--- config.mk ---
export PLATFORM = sky130hd
export DESIGN_NAME = perf_counter_bank
export DESIGN_NICKNAME = d
export VERILOG_FILES = /design/src/rtl/perf_counter_bank.sv
export SDC_FILE = /design/constraint.sdc
export NUM_CORES = 1
export LEC_CHECK = 0
export ABC_AREA = 0
export CAP_MARGIN = 10
export CELL_PAD_IN_SITES_DETAIL_PLACEMENT = 1
export CELL_PAD_IN_SITES_GLOBAL_PLACEMENT = 2
export CORE_AREA = 2 2 302 304
export CTS_CLUSTER_SIZE = 28
export DETAILED_ROUTE_END_ITERATION = 12
export DIE_AREA = 0 0 304 306
export PLACE_DENSITY = 0.75
export SLEW_MARGIN = 20
export SYNTH_ARGS = -nofsm -noshare
export SYNTH_HDL_FRONTEND = slang
export SYNTH_SLANG_ARGS = --single-unit
--- constraint.sdc ---
create_clock -name clk -period 2.6 [get_ports clk]
set_clock_uncertainty 0.1 [all_clocks]
set_input_delay 0.39 -clock clk [delete_from_list [all_inputs] [get_ports clk]]
set_output_delay 0.39 -clock clk [all_outputs]
set_load 0.05 [all_outputs]
--- src/rtl/perf_counter_bank.sv ---
// Performance event counter bank: per-event counters plus a cycle counter, gated by a start/halt FSM.
// Optional build macro PERF_SATURATE_EN: counters saturate on overflow instead of wrapping.
//  state    | meaning
//  S_IDLE   | cleared or reset, waiting for start
//  S_COUNT  | accumulating events and cycles
//  S_FROZEN | halted, counters held for readout
module perf_counter_bank #(
    parameter int NUM_EVENTS = 16,
    parameter int CNT_WIDTH  = 32,
    localparam int IDX_W     = $clog2(NUM_EVENTS + 1)
) (
    input  logic                  clk,
    input  logic                  rst,
    input  logic                  clear,
    input  logic                  start,
    input  logic                  halt,
    input  logic [NUM_EVENTS-1:0] event_inc,
    input  logic                  rd_en,
    input  logic [IDX_W-1:0]      rd_idx,
    output logic                  rd_valid,
    output logic [CNT_WIDTH-1:0]  rd_data,
    output logic                  counting,
    output logic                  frozen,
    output logic [NUM_EVENTS:0]   overflow
);

    localparam int NC = NUM_EVENTS + 1;
    localparam logic [CNT_WIDTH-1:0] CNT_ONE = 1;
    localparam logic [IDX_W-1:0]     IDX_MAX = IDX_W'(NUM_EVENTS);

    typedef enum logic [1:0] {S_IDLE, S_COUNT, S_FROZEN} state_t;

    state_t                state_q, state_d;
    logic [CNT_WIDTH-1:0]  cnt_q [NC];
    logic [CNT_WIDTH-1:0]  cnt_d [NC];
    logic [NC-1:0]         ovf_q, ovf_d;
    logic [NC-1:0]         inc;
    logic                  cnt_en;
    logic                  rd_valid_q;
    logic [CNT_WIDTH-1:0]  rd_data_q, rd_word;
    logic                  counting_q, frozen_q;

    always_comb begin
        state_d = state_q;
        if (clear) begin
            state_d = S_IDLE;
        end else begin
            case (state_q)
                S_IDLE:   if (start) state_d = halt ? S_FROZEN : S_COUNT;
                S_COUNT:  if (halt) state_d = S_FROZEN;
                S_FROZEN: if (start && !halt) state_d = S_COUNT;
                default:  state_d = S_IDLE;
            endcase
        end
    end

    // The cycle that transitions into FROZEN is still counted, including a same-cycle start&halt from IDLE.
    always_comb begin
        cnt_en = !clear && ((state_q == S_COUNT) || (state_q == S_IDLE && start && halt));
        inc    = {1'b1, event_inc};
        ovf_d  = ovf_q;
        for (int i = 0; i < NC; i++) begin
            cnt_d[i] = cnt_q[i];
            if (cnt_en && inc[i]) begin
                if (cnt_q[i] == '1) begin
                    ovf_d[i] = 1'b1;
`ifdef PERF_SATURATE_EN
                    cnt_d[i] = cnt_q[i];
`else
                    cnt_d[i] = '0;
`endif
                end else begin
                    cnt_d[i] = cnt_q[i] + CNT_ONE;
                end
            end
            if (clear) cnt_d[i] = '0;
        end
        if (clear) ovf_d = '0;
    end

    always_comb begin
        rd_word = '0;
        if (rd_idx <= IDX_MAX) rd_word = cnt_q[rd_idx];
    end

    always_ff @(posedge clk) begin
        if (rst) begin
            state_q    <= S_IDLE;
            ovf_q      <= '0;
            rd_valid_q <= 1'b0;
            rd_data_q  <= '0;
            counting_q <= 1'b0;
            frozen_q   <= 1'b0;
            for (int i = 0; i < NC; i++) cnt_q[i] <= '0;
        end else begin
            state_q    <= state_d;
            ovf_q      <= ovf_d;
            rd_valid_q <= rd_en;
            if (rd_en) rd_data_q <= rd_word;
            counting_q <= (state_d == S_COUNT);
            frozen_q   <= (state_d == S_FROZEN);
            for (int i = 0; i < NC; i++) cnt_q[i] <= cnt_d[i];
        end
    end

    assign rd_valid = rd_valid_q;
    assign rd_data  = rd_data_q;
    assign counting = counting_q;
    assign frozen   = frozen_q;
    assign overflow = ovf_q;

endmodule
==> key figures <==
Status
  • Status: completed

Detailed routing
  • WL final: roughly 120 mm
  • DR vias/cell: 5.62
  • Starting DRT DRC Count: just under 2,000
  • Antenna Violating Nets Remaining: 0
  • Drt pass-1 iters: 5
  • DR DRC count: 0
  • Wire per inst: 23.1 µm
  • Vias: approximately 29,000

Synthesis
  • Top-count cell post-synth: dfxtp_1
  • Syn Inst Count: around 3,600
  • Post-Synth XOR/XNOR Area: 12.3%
  • Ys Warns: 0
  • Count of flip-flops with a built-in enable after synthesis: 0
  • #FFs+latches synth: 598
  • Synth top area cells: dfxtp_1 (38%), mux4_2 (7.5%), xnor2_1 (7.0%), nor2_1 (6.5%), xor2_1 (5.3%)
  • Synth top area share: between 30% and 40%
  • Post-Syn Area per Cell: about 8.7 µm²
  • Simple-gate share of the synthesized area: 28.5%
  • Async set-or-reset flop fraction in the synthesized netlist: 0%
  • Post-synth top flop: dfxtp_1
  • Mux contribution to synthesized area: under 10%
  • Synth top cells by count: dfxtp_1 (598), nor2_1 (541), xnor2_1 (250)
  • Synth cell types: 65
  • Synth area leader: dfxtp_1
  • Synth Net Count: approximately 3,600
  • Mapped cell area: roughly 31,000 µm²
  • Adder-Cell Fraction of Synth Area: less than 1%
  • Sequential share of the synthesized area: roughly two fifths
  • Synth Area in Compound Gates: approximately 7.5%
  • Main combinational cell family by area after synthesis: simple AND/OR/NAND/NOR gates

Clocking
  • Number of CTS-inserted buffers: 74
  • Hold_buf cts: 0
  • TritonCTS clock tree: yes
  • Max Root-Sink Buffers: 3
  • Clk_lat worst skew: around 630 ps
  • Cell chosen for the clock root: clkbuf_16
  • Clock transition at the registers of the reported paths: around 60 ps
  • Sink Count: around 600
  • Max H-tree Level: 3

STA
  • Worst-margin pin slew: just over 700 ps
  • Post-route setup slack: ~90 ps
  • Final Hold Violating Endpoints: 0
  • Final Critical Period: 2510 ps
  • Fmax: 398 MHz
  • Period utilization: 96.5%
  • Unrepaired setup endpoints after global routing: false
  • Setup violations, final: 0
  • Setup TNS: 0 ps
  • Count of pins over their slew limit: 0
  • Max-slew headroom: a little over half

Global route
  • First-pass GRT wire length: 182 mm
  • Global route total overflow: 0
  • Busiest grt layer: met2
  • Met2 Track Usage GR: between 40% and 50%
  • M3 GR Usage: under 10%
  • GRT Resource Usage Total: 25.3%
  • Initial antenna violation count: 5
  • Met1 GRT Util: 34.6%
  • Largest net degree at the start of global routing: 70
  • Via count of the first global-routing pass: roughly 29,000

Floorplanning
  • Initial Utilization: 34.9%
  • Ports: 79
  • Rows: 110
  • Chip Width: approximately 300 µm
  • Die Ht: 306 µm
  • Die ar.: ~93,000 µm²
  • Core Footprint: 89,600 µm²

Finish
  • Area Growth Syn to Fin: 23.2%
  • Nets: between 3,000 and 4,000
  • Fillers: 10,400
  • Share of cells above drive strength 1: about 16%
  • Reg area: 12,000 µm²
  • Area of the multi-input gates: between 15,000 and 20,000 µm²
  • Final Util: 43.0%

Hold path
  • Hold EP: rd_valid
  • Hold_sp: rd_en
  • Worst hold path class: primary input to register
  • WHS Path Cells: 2

Setup path
  • CP cell instances: or3b_4 -> or4_1 -> or4_4 -> o21a_1 -> o21a_1
  • WP data arrival: around 2900 ps
  • Crit Path Max Fanout: 4
  • CP dominant cell by count: o21a_1
  • Max stage delay cell, worst path: or4_4
  • Delay-heaviest family, CP: simple AND/OR/NAND/NOR gates
  • CP Capture Type: register
  • Max stage delay on crit path: between 500 and 600 ps
  • Reg-to-Reg End: cnt_q[11][28]
  • Critical Path Start Type: register
  • Critical path class: register to register
  • Req. time, crit path: approximately 3000 ps
  • Buffers & Inverters on Critical Path: 0
  • FF-to-FF Start: state_q[1]
  • FF-to-FF path depth: 5
  • Flop-to-flop setup slack: 90 ps

Placed design
  • GP Congestion: ~0.9
  • Worst slack at placement: -471 ps
  • # port buffers: around 80
  • HPWL after DPL: slightly above 90 mm

Pwr
  • PD cells: approximately 550 nW/µm²
  • Leakage: around 12 nW
  • VDD IR max: roughly 540 µV

Job
  • Max Cap Viol: 0
-- cells by family after synthesis --
family / after synthesis
AO/OA/AOI/OAI: 374
XOR/XNOR: 439
adder cells (fa/ha/maj): 17
buffers and inverters: 256
flip-flops: 598
multiplexers: 167
AND/OR/NAND/NOR: 1736
-- repair_timing --
| action | in CTS | in global routing |
|---|---|---|
| pin swaps | 1 | 0 |
| setup endpoints to repair | 202 | 36 |
| gates cloned | 0 | 0 |
| resized for setup | 3 | 5 |
| setup buffers | 1 | 0 |
| endpoints found under the hold margin | 0 | 0 |
-- final cells by class --
| cell class | instances | area share, % |
|---|---|---|
| Antenna cell | 1 | 0.00650 |
| Multi-Input combinational cell | 2733 | 47.7 |
| Sequential cell | 598 | 31.1 |
| Tap cell | 1176 | 3.82 |
| Timing Repair Buffer | 449 | 10.2 |
| Clock buffer | 108 | 5.78 |
| Inverter | 61 | 0.595 |
| Clock inverter | 26 | 0.793 |
-- layer usage --
layer	vias up	share of wire (%)
met5	-	0.010
met2	554	47
met4	2	3.0
met1	14600	46
met3	155	4.0
li1	13600	-
-- where the power goes --
group,switching (W),total [W],internal (W)
clock network,0.00433,0.0109,0.00653
registers,0.0000220,0.00921,0.00918
logic,0.000723,0.00117,0.000442
total,0.00507,0.0212,0.0162
-- per-stage QoR --
stage / cells / hold slack (ps) / instance area [µm²] / power, W
2_1_floorplan: 3587 / 345 / 31300 / 0.00996
3_3_place_gp: 5016 / 339 / 35900 / 0.0106
3_5_place_dp: 5016 / 354 / 35900 / 0.0106
4_1_cts: 5151 / 266 / 38500 / 0.0214
5_1_grt: 5151 / 301 / 38500 / 0.0219
6_report: 5152 / 291 / 38500 / 0.0212
-- layout by cell type (no fill, tap or decap), types with 98 or more instances in the layout --
cell type / synthesis / routed
a21oi_1: 99 / 98
buf_4: 0 / 341
dfxtp_1: 598 / 597
mux4_2: 104 / 104
nand2_1: 215 / 215
nand3_1: 201 / 201
nand4_1: 199 / 199
nor2_1: 541 / 539
nor3_1: 124 / 124
nor4_1: 108 / 103
xnor2_1: 250 / 250
xor2_1: 189 / 189
-- registers in the layout, indices dropped and copies added (netlist names) --
name / cells
counting: 1
overflow: 17
state_q: 2
rd_data: 32
cnt_q: 544
rd_valid: 1
frozen: 1
-- how the worst max path moves through the flow --
stage | startpoint | endpoint | slack [ps] | depth (start not counted)
floorplan | clear | cnt_q[11][28] | 9 | 7
global placement | event_inc[11] | cnt_q[11][26] | -470 | 7
detailed placement | event_inc[11] | cnt_q[11][28] | -470 | 6
CTS | state_q[1] | cnt_q[9][9] | 30 | 7
global route | state_q[1] | cnt_q[11][10] | 3 | 7
finish | state_q[1] | cnt_q[11][28] | 90 | 5
Note: power is estimated with default switching activity, not from simulation.
